$ cat config.mk
export PLATFORM = sky130hd
export DESIGN_NAME = serial_word_rx
export DESIGN_NICKNAME = d
export VERILOG_FILES = /design/src/rtl/serial_word_rx.sv
export SDC_FILE = /design/constraint.sdc
export NUM_CORES = 1
export LEC_CHECK = 0
export CAP_MARGIN = 20
export CORE_MARGIN = 3
export CORE_UTILIZATION = 40
export CTS_CLUSTER_DIAMETER = 80
export CTS_CLUSTER_SIZE = 14
export DETAILED_ROUTE_END_ITERATION = 7
export REMOVE_ABC_BUFFERS = 1
export SLEW_MARGIN = 15
export SYNTH_ARGS = -nofsm -noshare
export SYNTH_HDL_FRONTEND = slang
export SYNTH_SLANG_ARGS = --single-unit
$ cat constraint.sdc
create_clock -name CLK -period 1.8 [get_ports CLK]
set_input_delay 0.36 -clock CLK [delete_from_list [all_inputs] [get_ports CLK]]
set_output_delay 0.36 -clock CLK [all_outputs]
set_load 0.02 [all_outputs]
$ cat src/rtl/serial_word_rx.sv
// Framed serial-to-parallel receiver: start bit, WIDTH data bits LSB first, stop bit.
// Q holds the last correctly framed word; VALID/FERR are one-cycle strobes per frame.
//
// state  | meaning
// IDLE   | line idle, waiting for a low start bit
// DATA   | shifting in WIDTH data bits, LSB first
// STOP   | sampling the stop bit; high publishes the word, low flags a framing error
module serial_word_rx #(
    parameter int WIDTH = 4
) (
    input  logic             CLK,
    input  logic             RESETN,
    input  logic             SIN,
    output logic [WIDTH-1:0] Q,
    output logic             VALID,
    output logic             FERR,
    output logic             BUSY
);

    localparam int CW = $clog2(WIDTH) + 1;
    localparam logic [CW-1:0] LAST_BIT = CW'(WIDTH - 1);

    localparam logic [1:0] S_IDLE = 2'd0;
    localparam logic [1:0] S_DATA = 2'd1;
    localparam logic [1:0] S_STOP = 2'd2;

    logic [1:0]       r_state;
    logic [WIDTH-1:0] r_sr;
    logic [CW-1:0]    r_cnt;
    logic [WIDTH-1:0] r_q;
    logic             r_valid;
    logic             r_ferr;

    always_ff @(posedge CLK or negedge RESETN) begin
        if (!RESETN) begin
            r_state <= S_IDLE;
            r_sr    <= '0;
            r_cnt   <= '0;
            r_q     <= '0;
            r_valid <= 1'b0;
            r_ferr  <= 1'b0;
        end else begin
            r_valid <= 1'b0;
            r_ferr  <= 1'b0;
            case (r_state)
                S_IDLE: begin
                    if (!SIN) begin
                        r_state <= S_DATA;
                        r_cnt   <= '0;
                    end
                end
                S_DATA: begin
                    // Zeros here are data; no start-bit hunting mid-frame.
                    r_sr  <= {SIN, r_sr[WIDTH-1:1]};
                    r_cnt <= r_cnt + CW'(1);
                    if (r_cnt == LAST_BIT) begin
                        r_state <= S_STOP;
                    end
                end
                S_STOP: begin
                    // Always back to IDLE: a low stop bit is never taken as a new start.
                    r_state <= S_IDLE;
                    if (SIN) begin
                        r_q     <= r_sr;
                        r_valid <= 1'b1;
                    end else begin
                        r_ferr  <= 1'b1;
                    end
                end
                default: begin
                    r_state <= S_IDLE;
                end
            endcase
        end
    end

    assign Q     = r_q;
    assign VALID = r_valid;
    assign FERR  = r_ferr;
    assign BUSY  = (r_state == S_DATA) || (r_state == S_STOP);

endmodule

# Word level (Yosys, flattened, before mapping)
# Cells that the tools add are included.
classes:
  n_addsub: 1
  eq_ne: 5
  mux: 9
  reduce_logical: 6
ops:
  columns: ["cell", "n"]
  rows:
  - ["case mux 3 bit (2 select lines)", 1]
  - ["AND reduction 2 bit", 3]
  - ["2-to-1 mux 1 bit", 4]
  - ["2-to-1 mux 2 bit", 2]
  - ["inequality test 2 bit (second input constant)", 2]
  - ["case mux 2 bit (2 select lines)", 1]
  - ["adder 3 x 1 -> 3 bit (second input constant)", 1]
  - ["equality test 3 x 2 -> 1 bit (second input constant)", 1]
  - ["2-to-1 mux 3 bit", 1]
  - ["equality test 2 x 1 -> 1 bit (second input constant)", 1]
  - ["equality test 2 bit (second input constant)", 1]
  - ["logical NOT 2 bit", 1]
  - ["nonzero test 2 bit", 1]
  - ["logical OR 1 bit", 1]
word_totals:
  regBits: 15
  in_bits: 3
  output_inout_bits: 7
  elab_cells: 27

# Logic depth before layout (Yosys ltp)
# Gate-level depths: netlist of run 1.
depth:
  word_depth: 3
  depth_mapped: 6
  mapped_depth_nobuf: 5

# Worst setup path before layout of run 1
# Ideal clock, no wire load.
synth_timing:
  kind: "reg2reg"
  startpoint: "register r_cnt[0]"
  endpoint: "register r_state[1]"
  setup_ps: 125
  arrival_time_ps: 1240
  required_time_ps: 1675
  path_slack_ps: 435
  path_stages_with_launch: 6
  n_path_buf: 0
  period_less_slack_ps: 1365
  cell_sequence: "dfrtp_1 ha_1 ha_1 nor2b_4 a21oi_2 mux2_4"
synth_between:
  elab_chain_cells: 3
synth_rtl:
  columns: ["item", "line_no", "text"]
  rows:
  - ["from (decl)", "29", "logic [CW-1:0] r_cnt;"]
  - ["from (signal assigned)", "55", "r_cnt <= r_cnt + CW'(1);"]
  - ["equality test 3 x 2 -> 1 bit", "56", "if (r_cnt == LAST_BIT) begin"]
  - ["inequality test 2 bit (no line)", null, null]
  - ["AND reduction 2 bit (no line)", null, null]
  - ["to (signal assigned)", "57", "r_state <= S_STOP;"]
  - ["to (signal assigned)", "62", "r_state <= S_IDLE;"]
  - ["to (signal assigned)", "71", "r_state <= S_IDLE;"]
  - ["to (decl)", "27", "logic [1:0] r_state;"]
# No other way between the ends.
# A chain may end at the register's enable or synchronous reset.

# Worst setup path after layout of run 1
layout_timing:
  startpoint: "register r_state[0]"
  endpoint: "output BUSY"
layout_between:
  elab_chain_cells: 2
  word_cells_on_any_way: 3
  classes_between: "2 x eq/ne; 1 x reduce/logical"
layout_rtl:
  columns: ["item", "line_no", "text"]
  rows:
  - ["from (signal assigned)", "36", "r_state <= S_IDLE;"]
  - ["from (signal assigned)", "48", "r_state <= S_DATA;"]
  - ["from (signal assigned)", "57", null]
  - ["equality test 2 x 1 -> 1 bit / equality test 2 bit (equally long branches)", "80", "assign BUSY = (r_state == S_DATA) || (r_state == S_STOP);"]
  - ["logical OR 1 bit (*)", "80", null]
  - ["to (decl)", "17", "output logic BUSY"]
# Mark *: on every way between the ends. The rest lies on a longest branch, timed or not.

==> flow_summary.toml, run 1 <==
[timing]
rsz0062_at_grt = "no"
fin_ws_ns = 0.0995
final_hold_viol_count = 0
fmax_mhz = 588
setup_viol = 0
finClkSkew_ns = 0.00694
setup_tns_ns = 0
fin_crit_ns = 1.70
slew_headroom_pct = 79.6
finalCritPeriodShare_pct = 94.5
tightest_slew_ns = 0.305
drv_slew = 0

[logic_synthesis]
synthCells = 53
synth_top_area_share_pct = 51.6
syn-cell-area_sq_um = 727
synth_area_per_cell_sq_um = 13.7
synthTopCellsByArea = "dfrtp_1 52%, ha_1 10%, mux2_4 10%, mux2_2 6.2%, o21ai_0 2.1%"
ys_types = 20
yosysWarnings = 0
synth_top_cell_by_area = "dfrtp_1"
synth_seq_cells = 15
yosysSeqAreaShare_pct = 51.6

[detailed_routing]
drc = 0
vias_per_cell = 4.53
dr_total_vias = 412
routedWlPerCell_um = 11.1
first_pass_iters = 3
ant_nets = 0
drt_wl_total_mm = 1.01
drt_first_iter_violations = 11

[status]
outcome = "finished clean"

[floorplan]
die_area_sq_um = 2360
initial_core_util_pct = 45.1
num_io_pins = 10
coreArea_sq_um = 1610
row_count = 14
die_h_um = 48.6
dieWidth_um = 48.6

[clocking]
clkSinkCount = 15
clk_pin_slew_worst_paths_ns = 0.09
clk_path_buf_depth = 2
clock_latency_ns = 0.28
root_buffer = "clkbuf_4"
post_cts_buffers = 0
ctsHtreeMaxLevel = 1
cts_hold_buf = 0
tritoncts = "built"
numCtsBuffers = 3

[job]
timing.max_cap.violations = 0

[critical_path]
crit_end = "BUSY"
cp-start-kind = "flip-flop"
arrival_ns = 1.34
crit_fanout = 3
crit-reg2reg-launch = "r_cnt[0]"
startpoint = "r_state[0]"
reg2reg_slack_ns = 0.33
endpoint_kind = "output pin"
r2r_end = "r_state[1]"
path_class = "flip-flop to output pin"
r2r_cells = 5
required_ns = 1.44

[global_route]
track_usage_pct = 10.3
grt_antenna_before_repair = 0
gr-total-overflow = 0
grt_first_pass_wirelength_mm = 1.88
grt_pass1_vias = 407
grt_start_max_net_pins = 16

[power_and_ir_drop]
pwr-share-comb_pct = 49.7
swShare_pct = 34.7
p_per_area_nw_per_um2 = 1710
seqPwrFrac_pct = 37.9
internal_power_mw = 0.983
ir_worst_vdd_v = 0.00103
clkPwrFrac_pct = 12.4
p_switching_mw = 0.522
totalPowerFinal_mw = 1.51
p_leak_nw = 0.424

[final_layout]
syn_to_final_growth_pct = 21.2
drive_above_1_share_pct = 28.4
antennaDiodeCount = 0
layout_common_cells = "15 x dfrtp_1, 8 x clkdlybuf4s50_1, 6 x ha_1"
fin_nets = 77
post-route-util_pct = 54.7
layout_commonest_cell = "dfrtp_1"

[placement]
port_buffers = 9
dp_hpwl_um = 746
routabilityCongestion = 0.647
place_ws_ns = 0.149

[worst_hold_path]
hp-class = "primary input to asynchronous set/reset pin"
==> cells in the mapped netlist <==
cell and count:
a21o_1 1, a21oi_1 1, a21oi_2 1, a32o_1 1, buf_4 2, dfrtp_1 15, ha_1 6, inv_1 4
mux2_2 4, mux2_4 5, nand2_1 1, nand2_4 1, nand2b_1 2, nand3b_1 1, nor2b_1 1, nor2b_4 1
o21a_1 1, o21ai_0 3, o221ai_1 1, xor2_1 1
==> through the flow <==
step,cell area [sq um],hold slack [ns],std cells
final,881,0.373,91
after global routing,881,0.376,91
after CTS,881,0.376,91
after detailed placement,855,0.494,87
after global placement,855,0.477,87
after floorplan,712,0.0644,51
==> registers in the layout, summed over array words and instances (netlist names) <==
name     flops
Q            4
r_state      2
VALID        1
r_sr         4
r_cnt        3
FERR         1
==> power by group through the flow <==
stage	registers, mW	logic, mW	clock network [mW]
5_1_grt	0.600	0.823	0.209
6_report	0.570	0.749	0.186
3_3_place_gp	0.577	0.768	0
3_5_place_dp	0.580	0.770	0
2_1_floorplan	0.631	0.477	0
4_1_cts	0.573	0.759	0.196
==> layout make-up <==
| class | instances | area, sq um |
|---|---|---|
| fill | 153 | 731 |
| clock buffer | 3 | 22.5 |
| clock inverter | 1 | 5.00 |
| inverter | 4 | 15.0 |
| tap | 24 | 30.0 |
| sequential | 15 | 375 |
| multi-input combinational | 32 | 322 |
| timing repair buffer | 12 | 111 |
==> critical path: stages (launching register included) <==
cell and delay [ns]:
dfrtp_1 0.38, inv_1 0.08, ha_1 0.28, dlygate4sd2_1 0.32
==> cells by family (layout without fill, tap and decap cells) <==
| family | count (synthesis) | count (layout) | share of synthesized area, % |
|---|---|---|---|
| AO/OA/AOI/OAI | 9 | 9 | 8.61 |
| XOR/XNOR | 1 | 1 | 1.21 |
| adder cells (fa/ha/maj) | 6 | 6 | 10.3 |
| buffers and inverters | 6 | 20 | 4.13 |
| flip-flops | 15 | 15 | 51.6 |
| multiplexers | 9 | 9 | 16.5 |
| AND/OR/NAND/NOR | 7 | 7 | 7.57 |
==> worst min path at each step <==
| stage | endpoint | depth (start not counted) |
|---|---|---|
| 2_1_floorplan | FERR | 0 |
| 3_3_place_gp | r_cnt[1] | 1 |
| 3_5_place_dp | Q[0] | 1 |
| 4_1_cts | r_cnt[1] | 2 |
| 5_1_grt | r_cnt[1] | 2 |
| 6_report | r_cnt[1] | 2 |
==> per-layer routing <==
metal,part of all wire [%],GRT usage [%],vias to the layer above
li1,-,-,211
met4,1.2,4.27,0
met1,51,12.9,190
met3,7.3,5.21,2
met2,40,14.9,9
met5,0,0,-
==> what timing repair did <==
item / in CTS / in global routing
setup endpoints to repair: 1 / 0
gates resized for setup: 1 / 0
endpoints found under the hold margin: 0 / 0
(Power assumes the default switching activity.)
==> run 2, diff against run 1 <==
- ABC_AREA: default -> 1
==> flow_summary.toml, run 2 <==
[floorplan]
dieWidth_um = 47.3
initial_core_util_pct = 43.8
die_area_sq_um = 2240
die_h_um = 47.3
row_count = 14
coreArea_sq_um = 1560
num_io_pins = 10

[logic_synthesis]
synth_top_area_share_pct = 54.9
yosysSeqAreaShare_pct = 54.9
syn-cell-area_sq_um = 683
ys_types = 12
synthTopCellsByArea = "dfrtp_1 55%, ha_1 11%, nand2_1 10%, inv_1 6.6%, nand3_1 4.4%"
synth_seq_cells = 15
synth_top_cell_by_area = "dfrtp_1"
synth_common_cells = "19 x nand2_1, 15 x dfrtp_1, 12 x inv_1, 6 x ha_1, 6 x nand3_1"
synth_area_per_cell_sq_um = 9.49
yosysMostFrequentCell = "nand2_1"
yosysWarnings = 0
synthCells = 72
synth-edff-count = 0
async_flop_share_pct = 100
synth-main-ff-cell = "dfrtp_1"

[clocking]
cts_hold_buf = 0
clk_path_buf_depth = 2
tritoncts = "built"
clkSinkCount = 15
root_buffer = "clkbuf_4"
clk_pin_slew_worst_paths_ns = 0.09
ctsHtreeMaxLevel = 1
numCtsBuffers = 3
clock_latency_ns = 0.28

[worst_hold_path]
hp-class = "primary input to asynchronous set/reset pin"

[timing]
fmax_mhz = 589
finClkSkew_ns = 0.00295
finalCritPeriodShare_pct = 94.3
drv_slew = 0
slew_headroom_pct = 72.0
holdWs_ns = 0.385
fin_crit_ns = 1.70
setup_viol = 0
tightest_slew_ns = 0.421
final_hold_viol_count = 0
rsz0062_at_grt = "no"
setup_tns_ns = 0
fin_ws_ns = 0.103

[critical_path]
cp-start-kind = "flip-flop"
crit_family = "buffers and inverters"
slowest_delay_ns = 0.40
reg2reg_slack_ns = 0.44
crit_buf_inv = 2
path_class = "flip-flop to output pin"
r2r_cells = 6
arrival_ns = 1.34
r2r_end = "r_state[1]"
crit-reg2reg-launch = "r_state[1]"
crit_chain = "inv_1, ha_1, dlygate4sd2_1"
critPathSlowestCell = "dfrtp_1"
crit_fanout = 3
endpoint_kind = "output pin"
required_ns = 1.44

[final_layout]
syn_to_final_growth_pct = 20.5
multi_input_area_sq_um = 251
seqCellArea_sq_um = 375
antennaDiodeCount = 0
layout_common_cells = "19 x nand2_1, 15 x dfrtp_1, 12 x inv_1"
layout_commonest_cell = "nand2_1"
fin_nets = 96
fillers = 144
drive_above_1_share_pct = 10.5

[global_route]
gr-total-overflow = 0
grt_first_pass_wirelength_mm = 1.76
track_usage_pct = 11.8
grt_start_max_net_pins = 16
grt_antenna_before_repair = 0
grt_pass1_vias = 430

[power_and_ir_drop]
ir_worst_vdd_v = 0.000849
p_per_area_nw_per_um2 = 1640
p_leak_nw = 0.429

[detailed_routing]
vias_per_cell = 4.72
routedWlPerCell_um = 10.4
first_pass_iters = 4
ant_nets = 0
dr_total_vias = 481
drc = 0
drt_first_iter_violations = 11
drt_wl_total_mm = 1.06

[job]
timing.max_cap.violations = 0

[placement]
dp_hpwl_um = 744
port_buffers = 9
routabilityCongestion = 0.689
place_ws_ns = 0.115

[status]
outcome = "finished clean"
[run 2: cell count changes after synthesis, sizes merged, moves of 5 or more]
cell   change
nand3      +6
o21ai      +5
inv        +8
nand2     +19
mux2       -9
[run 2: worst max path at each step]
stage | to | depth (start not counted) | from | slack [ns]
2_1_floorplan | BUSY | 2 | r_state[0] | 0.64
3_3_place_gp | BUSY | 3 | r_state[0] | 0.14
3_5_place_dp | BUSY | 3 | r_state[0] | 0.12
4_1_cts | BUSY | 3 | r_state[0] | 0.05
5_1_grt | BUSY | 3 | r_state[1] | 0.03
6_report | BUSY | 3 | r_state[1] | 0.10
[run 2: repair_timing]
item | CTS | global route
gates resized for setup | 1 | 0
setup buffers | 0 | 1
endpoints found under the setup margin | 1 | 1
[run 2: final cells by class]
class	count	share of cell area, %
clock buffer	3	2.74
sequential	15	45.6
inverter	12	5.47
timing repair buffer	11	12.6
multi-input combinational	44	30.5
tap	16	2.43
clock inverter	1	0.608
[run 2: metal layers]
layer	part of all wire, %	GRT usage, %	wire length (um)
met1	50	13.4	523
met2	46	18.7	482
met3	4.8	6.90	51
met4	0	3.31	0
met5	0	0	0
[run 2: through the flow]
stage	std cells	total power, mW	area, sq um	utilization [%]
4_1_cts	101	1.35	816	52.3
3_3_place_gp	97	1.16	790	50.6
6_report	102	1.35	823	52.8
3_5_place_dp	97	1.17	790	50.6
5_1_grt	102	1.48	823	52.8
2_1_floorplan	71	0.952	672	-
[run 2: kinds of logic (layout without fill, tap and decap cells)]
logic type,count (synthesis),count (layout),synth area share [%]
AND/OR/NAND/NOR,30,30,19.4
flip-flops,15,15,54.9
buffers and inverters,13,27,8.24
AO/OA/AOI/OAI,8,8,6.41
adder cells (fa/ha/maj),6,6,11.0
[run 2: report_power, final]
group	internal (mW)	leakage, nW	total [mW]	switching, mW
logic	0.262	0.216	0.619	0.358
clock network	0.0825	0.0177	0.192	0.109
registers	0.475	0.195	0.540	0.0655
total	0.819	0.429	1.35	0.533
